<file path="config.mk">
export PLATFORM = sky130hd
export DESIGN_NAME = lzrw_job_arbiter
export DESIGN_NICKNAME = d
export VERILOG_FILES = /design/src/rtl/lzrw_job_arbiter.sv
export SDC_FILE = /design/constraint.sdc
export NUM_CORES = 1
export LEC_CHECK = 0
export CAP_MARGIN = 20
export CORE_AREA = 2 2 154 156
export CTS_BUF_LIST = sky130_fd_sc_hd__clkbuf_2 sky130_fd_sc_hd__clkbuf_4 sky130_fd_sc_hd__clkbuf_8
export DETAILED_ROUTE_END_ITERATION = 16
export DIE_AREA = 0 0 156 158
export GPL_TIMING_DRIVEN = 0
export PLACE_DENSITY = 0.66
export SETUP_SLACK_MARGIN = 0.02
export SYNTH_ARGS = -nofsm -noshare
export SYNTH_HDL_FRONTEND = slang
export SYNTH_SLANG_ARGS = --single-unit
export TNS_END_PERCENT = 5
</file>
<file path="constraint.sdc">
create_clock -name clock -period 15.98 [get_ports clock]
set_input_delay 4.794 -clock clock [delete_from_list [all_inputs] [get_ports clock]]
set_output_delay 4.794 -clock clock [all_outputs]
set_load 0.01 [all_outputs]
</file>
<file path="src/rtl/lzrw_job_arbiter.sv">
// Round-robin scheduler feeding one compressor_top: streams NBEATS beats per job, waits Done, then holds comp_reset CLEARCYC cycles.
// No backpressure on the beat stream; LZRW_WDOG_EN adds a Done watchdog that aborts the job via job_err.
module lzrw_job_arbiter #(
    parameter int NREQ       = 2,
    parameter int STRINGSIZE = 350,
    parameter int BEATBYTES  = 16,
    parameter int CLEARCYC   = 2,
    parameter int WDOG_CYC   = 1024
) (
    input  logic                          clock,
    input  logic                          reset,
    input  logic [NREQ-1:0]               req,
    input  logic [NREQ*8*BEATBYTES-1:0]   beat_data,
    output logic [NREQ-1:0]               gnt,
    output logic [NREQ-1:0]               beat_ack,
    output logic                          valid,
    output logic [8*BEATBYTES-1:0]        CurByte,
    input  logic                          Done,
    output logic                          comp_reset,
    output logic [NREQ-1:0]               job_done,
    output logic [NREQ-1:0]               job_err,
    output logic                          busy
);

    localparam int NBEATS = (STRINGSIZE + BEATBYTES - 1) / BEATBYTES;
    localparam int BW     = 8 * BEATBYTES;
    localparam int CW     = $clog2(NBEATS + 1);
    localparam int IW     = (NREQ > 1) ? $clog2(NREQ) : 1;
    localparam int KW     = $clog2(CLEARCYC + 1);

    if (NREQ < 2 || NREQ > 8) begin : g_bad_nreq
        $error("lzrw_job_arbiter: NREQ must be 2..8");
    end
    if (CLEARCYC < 1 || WDOG_CYC < 1) begin : g_bad_cyc
        $error("lzrw_job_arbiter: CLEARCYC and WDOG_CYC must be >= 1");
    end

    typedef enum logic [1:0] {IDLE, STREAM, WAIT, CLEAR} state_t;

    state_t          state_q, state_d;
    logic [IW-1:0]   owner_q, owner_d;
    logic [IW-1:0]   rr_q, rr_d;
    logic [CW-1:0]   beat_cnt_q, beat_cnt_d;
    logic [KW-1:0]   clr_cnt_q, clr_cnt_d;
    logic [NREQ-1:0] gnt_q, gnt_d;
    logic [BW-1:0]   curbyte_q, curbyte_d;
    logic [BW-1:0]   cur_beat;
    logic [NREQ-1:0] job_err_w;
    logic [IW-1:0]   pick;
    logic            pick_vld;
    logic [IW:0]     idx;

`ifdef LZRW_WDOG_EN
    localparam int WW = $clog2(WDOG_CYC + 1);
    logic [WW-1:0] wdog_q, wdog_d;
`endif

    // First requesting index at or above the rr pointer, wrapping at NREQ.
    always_comb begin
        pick     = '0;
        pick_vld = 1'b0;
        idx      = '0;
        for (int i = 0; i < NREQ; i++) begin
            idx = (IW+1)'(rr_q) + (IW+1)'(i);
            if (idx >= (IW+1)'(NREQ)) begin
                idx = idx - (IW+1)'(NREQ);
            end
            if (!pick_vld && req[idx[IW-1:0]]) begin
                pick     = idx[IW-1:0];
                pick_vld = 1'b1;
            end
        end
    end

    assign cur_beat = beat_data[owner_q*BW +: BW];

    always_ff @(posedge clock or posedge reset) begin
        if (reset) begin
            state_q    <= IDLE;
            owner_q    <= '0;
            rr_q       <= '0;
            beat_cnt_q <= '0;
            clr_cnt_q  <= '0;
            gnt_q      <= '0;
            curbyte_q  <= '0;
        end else begin
            state_q    <= state_d;
            owner_q    <= owner_d;
            rr_q       <= rr_d;
            beat_cnt_q <= beat_cnt_d;
            clr_cnt_q  <= clr_cnt_d;
            gnt_q      <= gnt_d;
            curbyte_q  <= curbyte_d;
        end
    end

`ifdef LZRW_WDOG_EN
    always_ff @(posedge clock or posedge reset) begin
        if (reset) begin
            wdog_q <= '0;
        end else begin
            wdog_q <= wdog_d;
        end
    end
`endif

    always_comb begin
        state_d    = state_q;
        owner_d    = owner_q;
        rr_d       = rr_q;
        beat_cnt_d = beat_cnt_q;
        clr_cnt_d  = clr_cnt_q;
        gnt_d      = gnt_q;
        curbyte_d  = curbyte_q;
        valid      = 1'b0;
        beat_ack   = '0;
        job_done   = '0;
        job_err_w  = '0;
        CurByte    = curbyte_q;
`ifdef LZRW_WDOG_EN
        wdog_d     = wdog_q;
`endif
        case (state_q)
            IDLE: begin
                if (pick_vld) begin
                    owner_d       = pick;
                    gnt_d         = '0;
                    gnt_d[pick]   = 1'b1;
                    beat_cnt_d    = '0;
                    state_d       = STREAM;
                end
            end
            STREAM: begin
                // CurByte is live from the owner's buffer; the register keeps it stable once streaming stops.
                valid      = 1'b1;
                CurByte    = cur_beat;
                curbyte_d  = cur_beat;
                beat_ack   = gnt_q;
                beat_cnt_d = beat_cnt_q + CW'(1);
                if (beat_cnt_q == CW'(NBEATS - 1)) begin
                    state_d = WAIT;
`ifdef LZRW_WDOG_EN
                    wdog_d  = '0;
`endif
                end
            end
            WAIT: begin
                if (Done) begin
                    job_done  = gnt_q;
                    clr_cnt_d = '0;
                    state_d   = CLEAR;
                end
`ifdef LZRW_WDOG_EN
                else if (wdog_q == WW'(WDOG_CYC - 1)) begin
                    job_err_w = gnt_q;
                    clr_cnt_d = '0;
                    state_d   = CLEAR;
                end else begin
                    wdog_d = wdog_q + WW'(1);
                end
`endif
            end
            CLEAR: begin
                if (clr_cnt_q == KW'(CLEARCYC - 1)) begin
                    state_d    = IDLE;
                    gnt_d      = '0;
                    beat_cnt_d = '0;
                    clr_cnt_d  = '0;
                    rr_d       = (owner_q == IW'(NREQ - 1)) ? '0 : owner_q + IW'(1);
                end else begin
                    clr_cnt_d = clr_cnt_q + KW'(1);
                end
            end
            default: state_d = IDLE;
        endcase
    end

`ifdef LZRW_WDOG_EN
    assign job_err = job_err_w;
`else
    assign job_err = '0;
`endif

    assign gnt        = gnt_q;
    assign busy       = (state_q != IDLE);
    assign comp_reset = reset | (state_q == CLEAR);

endmodule

</file>
==> out/metrics.cfg <==
[yosys]
synth_edf_count=0
ys.flop_type=dfrtp_1
ys_seq_area_share_pct=52.8
yosysTopAreaCellShare_pct=52.8
synthArstFlopShare_pct=100
synth_most_common_cell=dfrtp_1
syn_area_per_cell_um2=10.4
synth_top_cell_by_area=dfrtp_1
yosysWarnings=0
synthCells=644
synthTopCellsByCount=dfrtp_1 (141), nor2_1 (135), a21oi_1 (132), mux2i_1 (130), buf_2 (24)
syn-cell-area_um2=6680
ys_ff_latch=141
synth.top_cells.by_area=dfrtp_1 (53%), mux2i_1 (19%), a21oi_1 (9.9%)
synth.distinct_cells=35

[timing]
report.final.hold_viol_count=0
slew_viol_final=0
slew_headroom_pct=61.5
min_period_ps=11110
finalHoldWorstSlack_ps=508
setup_tns_ps=0
grt_setup_unrepaired=no
worst_slack_ps=4870
setup_violations=0
worst_slew_pin_slew_ps=578
max_freq_mhz=90.0
clock_skew_ps=13.5
post-route-period-util_pct=69.5

[placement]
dpl_worst_slack_ps=4850
dpl.hpwl_mm=17.9
portBuffers=397
gp_congestion=0.781
dpl.cell_count=1333
place_area_um2=11100

[setup_path]
timing.rr.start=state_q[1]
ff2ff_path_depth=7
crit_type=input port to output port
regToRegEndpoint=curbyte_q[97]
critPathMaxFanout=2
crit_end=CurByte[52]
r2r_slack_ps=13860
required_ps=11190
startpoint=beat_data[180]
worstPathArrival_ps=6320
cp-end-kind=output port
cp-start-kind=input port

[drt]
drt-initial-drc-count=258
drc=0
via_per_inst=4.50
wl_mm=23.2
avgRoutedWirePerCell_um=17.0
drt.antenna.violating_nets=0
dr.pass1.iters=4
vias=6141

[status]
outcome=complete, no violations

[pwr]
p_per_area_nw_per_um2=203
p_leak_nw=5.02
vdd_ir_drop_max_mv=0.111
finalPower_mw=2.33

[grt]
grt_max_degree=84
grt_pass1_wl_mm=34.5
use_met2_pct=32.4
use_met1_pct=21.6
global_route.usage.met3_pct=5.26
first_global_vias=6351
overflow=0
grt.busiest_layer=met2
antenna_found_initial=0
grtUsageTotal_pct=18.2

[die]
die_height_um=158
start_util_pct=29.0
pin_count=400
fp.dieW_um=156
row_count=56
coreArea_um2=23100
die_area_um2=24600

[final_layout]
syn_to_final_growth_pct=71.5
nNetsFinal=1330
instances_no_fill=1364
nFillCells=2195
final_cell_area_um2=11500
n_antenna_cell=0
final_core_util_pct=49.7
drive_gt1_share_pct=6.42

[clock_tree]
clk_pin_slew_ps=80
tritoncts=yes
h-tree-depth=4
clk-insertion-delay-late_ps=430
post_cts_resized=0
holdBufCountCts=0
clk_path_buf_depth=2
numCtsBuffers=17
postCtsSetupBuffers=0
cts_num_sinks=141
cts.root.buffer_cell=clkbuf_8

[worst_hold_path]
min-delay-path-class=flip-flop to flip-flop
hold_path_startpoint=clr_cnt_q[1]

[run]
cap_violations=0

registers in the layout (all words and copies together) (netlist names):
signal      flops
curbyte_q     128
beat_cnt_q      5
clr_cnt_q       2
gnt             2
state_q         2
owner_q         1
rr_q            1
worst min path at each step:
| stage | endpoint | depth (start not counted) |
|---|---|---|
| after CTS | clr_cnt_q[1] | 1 |
| after global placement | clr_cnt_q[1] | 1 |
| final | clr_cnt_q[1] | 1 |
| after detailed placement | clr_cnt_q[1] | 1 |
| after global routing | clr_cnt_q[1] | 1 |
| after floorplan | clr_cnt_q[1] | 1 |
cells by family after synthesis:
kind of cell	after synthesis	share of synthesized area, %
AOI/OAI and AO/OA	147	11.7
xor gates and xnor gates	1	0.131
adders and majority gates	7	1.31
buffers and inverters	55	3.99
DFF	141	52.8
muxes	132	19.9
other	1	0.0561
and+or+nand+nor	160	10.1
critical path, stage by stage:
cell and delay [ps]:
clkdlybuf4s50_1 520, mux2i_1 110, a21oi_1 240, clkdlybuf4s50_1 650
placed cells by master, fill, tap and decap left out, types with 2 or more instances in the layout:
master,instances
clkinv_2,3
inv_1,4
nand2_1,4
buf_2,24
mux2i_1,130
buf_4,6
nor2b_1,2
bufinv_16,3
o211ai_1,2
inv_6,5
and2_1,2
ha_1,7
clkdlybuf4s50_1,397
clkinvlp_4,2
nand2b_1,3
or4b_1,2
nand3_1,5
a21oi_1,132
clkbuf_1,11
nor2_1,135
buf_1,8
clkbuf_8,17
and3_1,3
conb_1,2
o21ai_0,6
dfrtp_1,141
power by group:
group | switching, mW | internal [mW]
Combinational | 0.736 | 0.712
Clock | 0.143 | 0.157
Sequential | 0.0496 | 0.530
layout make-up:
class	instances	area (um2)	share of cell area, %
Timing Repair Buffer	398	4000	34.9
Sequential cell	141	3530	30.8
Clock inverter	13	164	1.43
Multi-Input combinational cell	449	2890	25.2
Buffer	50	248	2.16
Inverter	5	23.8	0.207
Tap cell	290	363	3.17
Clock buffer	18	241	2.11
routing by layer:
layer,vias to the layer above,wire [um]
met1,2846,9320
li1,3047,-
met2,230,11800
met5,-,0
met3,18,1650
met4,0,348
Note: power is estimated with default switching activity, not from simulation.
